### src/rtl/vc_sched_pkg.sv
// ============================================================================
// Module      : vc_sched_pkg
// Description : Shared constants, state encoding and class-field decode for
//               the VC round-robin scheduler.
// Revision    : 1.0 - initial release
// ============================================================================
`default_nettype none

package vc_sched_pkg;

    localparam int NUM_VC      = 4;
    localparam int DFLT_DATA_W = 10;
    localparam int CLASS_W     = 2;
    localparam int CLASS_MSB   = DFLT_DATA_W - 1;
    localparam int CLASS_LSB   = DFLT_DATA_W - CLASS_W;

    localparam logic [0:0] IDLE  = 1'b0;
    localparam logic [0:0] BURST = 1'b1;

    // The class field always occupies the top two bits of a word, whatever
    // the word width; callers zero-extend the word to 32 bits first.
    function automatic logic [1:0] dest_of(input logic [31:0] word, input int width);
        return 2'(word >> (width - CLASS_W));
    endfunction

endpackage

`default_nettype wire

### src/rtl/rr_pick.sv
// ============================================================================
// Module      : rr_pick
// Description : Combinational rotating priority encoder; the request at
//               index 'start' has highest priority, then start+1, ... mod 4.
// Revision    : 1.0 - initial release
// ============================================================================
`default_nettype none

module rr_pick
    import vc_sched_pkg::*;
(
    input  logic [NUM_VC-1:0] req,
    input  logic [1:0]        start,
    output logic [1:0]        gnt_idx,
    output logic              gnt_vld
);

    logic [1:0] w_idx;

    // Walk from the farthest position to the nearest so the nearest wins.
    always_comb begin
        gnt_idx = '0;
        gnt_vld = 1'b0;
        w_idx   = '0;
        for (int k = NUM_VC - 1; k >= 0; k--) begin
            w_idx = start + 2'(k);
            if (req[w_idx]) begin
                gnt_idx = w_idx;
                gnt_vld = 1'b1;
            end
        end
    end

endmodule

`default_nettype wire

### src/rtl/vc_rr_scheduler.sv
// ============================================================================
// Module      : vc_rr_scheduler
// Description : Burst-bounded round-robin scheduler from 4 FWFT source VC
//               FIFOs to 4 destination VC FIFOs, routed by class field.
//               Optional per-source grant counters: VC_SCHED_GRANT_CNT_EN.
// Revision    : 1.0 - initial release
// ============================================================================
`default_nettype none

module vc_rr_scheduler
    import vc_sched_pkg::*;
#(
    parameter int DATA_W    = 10,
    parameter int MAX_BURST = 4
) (
    input  logic                     clk,
    input  logic                     reset,
    input  logic [NUM_VC*DATA_W-1:0] data_in,
    input  logic [NUM_VC-1:0]        empty,
    input  logic [NUM_VC-1:0]        almost_full,
    output logic [NUM_VC-1:0]        rd,
    output logic [NUM_VC*DATA_W-1:0] data_out,
    output logic [NUM_VC-1:0]        wr,
    output logic [1:0]               grant_src,
    output logic                     busy
`ifdef VC_SCHED_GRANT_CNT_EN
    ,
    output logic [NUM_VC*16-1:0]     grant_cnt
`endif
);

    localparam logic [3:0] c_MAX_BURST = 4'(MAX_BURST);

    logic [DATA_W-1:0]        w_head [NUM_VC];
    logic [1:0]               w_dest [NUM_VC];
    logic [NUM_VC-1:0]        w_elig;

    logic [0:0]               r_state;
    logic [0:0]               w_state_nxt;
    logic [1:0]               r_owner;
    logic [1:0]               w_owner_nxt;
    logic [1:0]               r_rr_ptr;
    logic [1:0]               w_rr_ptr_nxt;
    logic [3:0]               r_burst_cnt;
    logic [3:0]               w_burst_cnt_nxt;

    logic                     w_gnt;
    logic [1:0]               w_gnt_idx;
    logic [1:0]               w_gnt_dest;
    logic [1:0]               w_start;
    logic [1:0]               w_pick_idx;
    logic                     w_pick_vld;

    logic [NUM_VC*DATA_W-1:0] r_data_out;
    logic [NUM_VC-1:0]        r_wr;
    logic [1:0]               r_grant_src;
    logic                     r_busy;

    for (genvar i = 0; i < NUM_VC; i++) begin : g_src
        assign w_head[i] = data_in[i*DATA_W +: DATA_W];
        assign w_dest[i] = dest_of(32'(w_head[i]), DATA_W);
        assign w_elig[i] = !empty[i] && !almost_full[w_dest[i]];
    end

    // When a burst ends the old owner is searched last.
    assign w_start = (r_state == IDLE) ? r_rr_ptr : r_owner + 2'd1;

    rr_pick u_rr_pick (
        .req     (w_elig),
        .start   (w_start),
        .gnt_idx (w_pick_idx),
        .gnt_vld (w_pick_vld)
    );

    always_ff @(posedge clk) begin
        if (reset) begin
            r_state     <= IDLE;
            r_owner     <= '0;
            r_rr_ptr    <= '0;
            r_burst_cnt <= '0;
        end else begin
            r_state     <= w_state_nxt;
            r_owner     <= w_owner_nxt;
            r_rr_ptr    <= w_rr_ptr_nxt;
            r_burst_cnt <= w_burst_cnt_nxt;
        end
    end

    always_comb begin
        w_state_nxt     = r_state;
        w_owner_nxt     = r_owner;
        w_rr_ptr_nxt    = r_rr_ptr;
        w_burst_cnt_nxt = r_burst_cnt;
        w_gnt           = 1'b0;
        w_gnt_idx       = r_owner;
        case (r_state)
            IDLE: begin
                if (w_pick_vld) begin
                    w_gnt           = 1'b1;
                    w_gnt_idx       = w_pick_idx;
                    w_owner_nxt     = w_pick_idx;
                    w_burst_cnt_nxt = 4'd1;
                    w_state_nxt     = BURST;
                end
            end
            BURST: begin
                if (w_elig[r_owner] && (r_burst_cnt < c_MAX_BURST)) begin
                    w_gnt           = 1'b1;
                    w_gnt_idx       = r_owner;
                    w_burst_cnt_nxt = r_burst_cnt + 4'd1;
                end else begin
                    w_rr_ptr_nxt = r_owner + 2'd1;
                    if (w_pick_vld) begin
                        w_gnt           = 1'b1;
                        w_gnt_idx       = w_pick_idx;
                        w_owner_nxt     = w_pick_idx;
                        w_burst_cnt_nxt = 4'd1;
                    end else begin
                        w_state_nxt     = IDLE;
                    end
                end
            end
            default: w_state_nxt = IDLE;
        endcase
    end

    assign w_gnt_dest = w_dest[w_gnt_idx];

    always_comb begin
        rd = '0;
        if (w_gnt && !reset) begin
            rd = NUM_VC'(1) << w_gnt_idx;
        end
    end

    always_ff @(posedge clk) begin
        if (reset) begin
            r_wr        <= '0;
            r_data_out  <= '0;
            r_grant_src <= '0;
            r_busy      <= 1'b0;
        end else begin
            r_wr   <= '0;
            r_busy <= (w_state_nxt == BURST);
            if (w_gnt) begin
                r_wr[w_gnt_dest]                         <= 1'b1;
                r_data_out[w_gnt_dest*DATA_W +: DATA_W]  <= w_head[w_gnt_idx];
                r_grant_src                              <= w_gnt_idx;
            end
        end
    end

    assign wr        = r_wr;
    assign data_out  = r_data_out;
    assign grant_src = r_grant_src;
    assign busy      = r_busy;

`ifdef VC_SCHED_GRANT_CNT_EN
    logic [15:0] r_grant_cnt [NUM_VC];

    for (genvar i = 0; i < NUM_VC; i++) begin : g_gcnt
        always_ff @(posedge clk) begin
            if (reset) begin
                r_grant_cnt[i] <= '0;
            end else if (rd[i] && (r_grant_cnt[i] != 16'hFFFF)) begin
                r_grant_cnt[i] <= r_grant_cnt[i] + 16'd1;
            end
        end
        assign grant_cnt[i*16 +: 16] = r_grant_cnt[i];
    end
`endif

endmodule

`default_nettype wire

### config.mk
export PLATFORM = sky130hd
export DESIGN_NAME = vc_rr_scheduler
export DESIGN_NICKNAME = d
export VERILOG_FILES = /design/src/rtl/vc_sched_pkg.sv /design/src/rtl/rr_pick.sv /design/src/rtl/vc_rr_scheduler.sv
export SDC_FILE = /design/constraint.sdc
export NUM_CORES = 1
export LEC_CHECK = 0
export CORE_UTILIZATION = 45
export DETAILED_ROUTE_END_ITERATION = 16
export HOLD_SLACK_MARGIN = 0.06
export PLACE_DENSITY = 0.8
export RECOVER_POWER = 50
export SYNTH_ARGS = -nofsm -noshare
export SYNTH_HDL_FRONTEND = slang
export SYNTH_HIERARCHICAL = 1
export SYNTH_SLANG_ARGS = --single-unit
### constraint.sdc
create_clock -name clk -period 7.9 [get_ports clk]
set_clock_uncertainty 0.2 [all_clocks]
set_input_delay 2.37 -clock clk [delete_from_list [all_inputs] [get_ports clk]]
set_output_delay 2.37 -clock clk [all_outputs]
set_load 0.05 [all_outputs]
==> impl_metrics.ini <==
[outcome]
outcome = finished clean

[setup_path]
reg2regPathDepth = 18
cp-end-kind = primary output
reg2reg_to = data_out[35]$_SDFFE_PP0P_
worstSetupPathType = primary input to primary output
crit_fanout = 6
worstSetupStartpointType = primary input
rrSetupSlack_ns = 2.56
r2r_start = r_owner[0]$_SDFF_PP0_
required_ns = 5.33
timing.critical_path.from = data_in[18]
critical_path_arrival_ns = 5.17

[timing]
slew_headroom_pct = 52.53
setup_viol = 0
tns_ns = 0
fmax_ghz = 0.1292
hold_viol = 0
timing.final.crit_share_pct = 98.00
finalWorstSetupSlack_ns = 0.1584
whs_ns = 0.2524
period_needed_ns = 7.742
tightest_slew_ns = 0.7095
rsz0062_at_grt = false
slew_violations = 0

[routing]
wl_per_cell_microns = 15.99
drc = 0
vias = 3131
first_pass_iters = 4
viasPerCell = 5.522
drt_iter0_markers = 157
ant_nets = 0
finalWirelength_microns = 9067

[place]
place_ws_ns = 0.09470
place_congestion = 0.8885
post-dp-hpwl_microns = 6987
dp.cells = 560
port-buffer-count = 100

[power]
p_clk_share_pct = 13.3
power.density_mw_per_mm2 = 254.9
cellLeakagePower_nw = 1.851
peakVddDrop_v = 0.0001653
power.net_switching_uw = 522.0
pwr-share-seq_pct = 28.0
p_int_uw = 613.3
comb_power_share_pct = 58.7
swShare_pct = 45.98

[cells_and_area]
final_cell_mix = dfxtp_1, clkdlybuf4s50_1, dlygate4sd3_1
syn2layout_area_growth_pct = 40.21
drive_gt1_share_pct = 11.25
final_cells = 567
nets = 530
final_common_cell = dfxtp_1
nFillCells = 591
antenna_cells = 0
fin_util_pct = 65.56

[logic_synthesis]
synth_cell_type_count = 52
synth_area_sq_mm = 0.003177
avgSynthCellArea_sq_um = 8.609
seq_area_frac_synth_pct = 34.03
synth_top_area_share_pct = 34.03
synth-seq-cells = 54
synth_nets = 428
synthArstFlopShare_pct = 0
syn_inst = 369
synth_flop_cell = dfxtp_1
synth_edf_count = 0
synthTopCellsByArea = dfxtp_1, mux2i_1, nor2_1
ys_warn_count = 6
yosysTopAreaCell = dfxtp_1

[global_route]
grt_usage_pct = 24.99
grt_max_degree = 37
overflow = 0
grt_pass1_vias = 2997
antenna_found_initial = 0
grt_pass1_wl_microns = 14600

[worst_hold_path]
min_to = data_out[20]$_SDFFE_PP0P_
min_path_type = flop to flop
worstHoldStart = data_out[20]$_SDFFE_PP0P_
hold_depth = 2

[clocking]
clock-root-buffer = clkbuf_8
cts_setup_buffers = 0
cts_tree = done
clock_latency_ns = 0.30
clkTransAtPathRegs_ns = 0.09
cts_buffers = 5
cts_sinks = 54
clockBufferDepth = 2
htreeDepth = 2

[floorplan]
die_y_microns = 86.02
coreArea_sq_mm = 0.006794
dieArea_sq_mm = 0.007399
die_w_microns = 86.02
rows = 30
initial_utilization_pct = 46.76
io_pins = 101

[run]
cap_violations = 0
==> metal layers <==
layer,part of all wire (%),global-route usage (%),vias up,wire [microns]
met5,0,0,-,0
met4,1.3,6.515,0,119
met3,5.6,4.427,11,511
met2,49,42.78,112,4446
met1,44,32.42,1477,3990
li1,-,-,1531,-
==> per-stage QoR <==
stage / instance area, sq um / power, mW
after floorplan: 3189 / 0.7744
after global placement: 4372 / 0.9851
after detailed placement: 4372 / 0.9896
after CTS: 4454 / 1.140
after global routing: 4454 / 1.201
final: 4454 / 1.135
==> flip-flops by register name, indices dropped and copies added, names as in the netlist <==
| name | count |
|---|---|
| busy | 1 |
| data_out | 39 |
| grant_src | 2 |
| r_burst_cnt | 4 |
| r_owner | 2 |
| r_rr_ptr | 2 |
| wr | 4 |
==> critical path, cell delays in order <==
cell	delay (ns)
clkdlybuf4s50_1	0.50
mux4_2	0.55
nor2_2	0.16
nor3b_1	0.08
a211oi_1	0.24
nor2_1	0.10
o21ai_0	0.16
o21ai_0	0.10
or3_4	0.39
buf_4	0.16
nor4b_2	0.17
buf_12	0.19
==> power by group through the flow <==
stage / combinational, mW / clock (mW) / sequential (mW)
floorplan: 0.371 / 0 / 0.404
global placement: 0.661 / 0 / 0.324
detailed placement: 0.665 / 0 / 0.325
CTS: 0.668 / 0.153 / 0.319
global route: 0.715 / 0.164 / 0.321
finish: 0.667 / 0.151 / 0.318
==> worst max-delay path by stage <==
| stage | depth (start not counted) | end | slack (ns) |
|---|---|---|---|
| global route | 10 | rd[0] | 0.02 |
| floorplan | 12 | rd[1] | -0.02 |
| global placement | 12 | rd[3] | 0.23 |
| detailed placement | 11 | rd[1] | 0.09 |
| CTS | 11 | rd[1] | 0.08 |
| finish | 12 | rd[3] | 0.16 |
==> layout make-up <==
cell class                      instances  area (sq um)  share of cell area, %
Multi-Input combinational cell        289          1993                  44.75
Inverter                                7         31.28                 0.7022
Clock buffer                            5         68.82                  1.545
Clock inverter                          2         13.76                 0.3090
Sequential cell                        54          1081                  24.27
Timing Repair Buffer                  114          1146                  25.73
Tap cell                               96         120.1                  2.697
==> synth_stat cells, types with 3 or more instances <==
| cell | number |
|---|---|
| dfxtp_1 | 54 |
| nor2_1 | 45 |
| nand2_1 | 44 |
| mux2i_1 | 37 |
| o21ai_0 | 22 |
| a21oi_1 | 20 |
| a22oi_1 | 13 |
| clkbuf_1 | 13 |
| mux2_2 | 12 |
| ha_1 | 9 |
| o31ai_1 | 8 |
| and2_1 | 7 |
| nor3_1 | 7 |
| nand2b_1 | 6 |
| inv_1 | 5 |
| nor3b_1 | 5 |
| nor4_1 | 5 |
| buf_2 | 4 |
| a211oi_1 | 3 |
| a22o_1 | 3 |
| and3_1 | 3 |
| nor2b_1 | 3 |
==> what timing repair did <==
action                                  in CTS  in global routing
gates resized for setup                      0                  3
endpoints found under the setup margin       0                  3
hold buffers                                 0                  0
==> cell families after synthesis <==
kind of cell / after synthesis / synth area share, %
fa+ha+maj: 9 / 3.545
compound gates: 83 / 17.53
xor+xnor: 1 / 0.2757
flops: 54 / 34.03
simple gates: 142 / 21.82
mux: 54 / 19.18
buf+inv: 26 / 3.623
No activity file was read; power rests on OpenSTA's default activity.
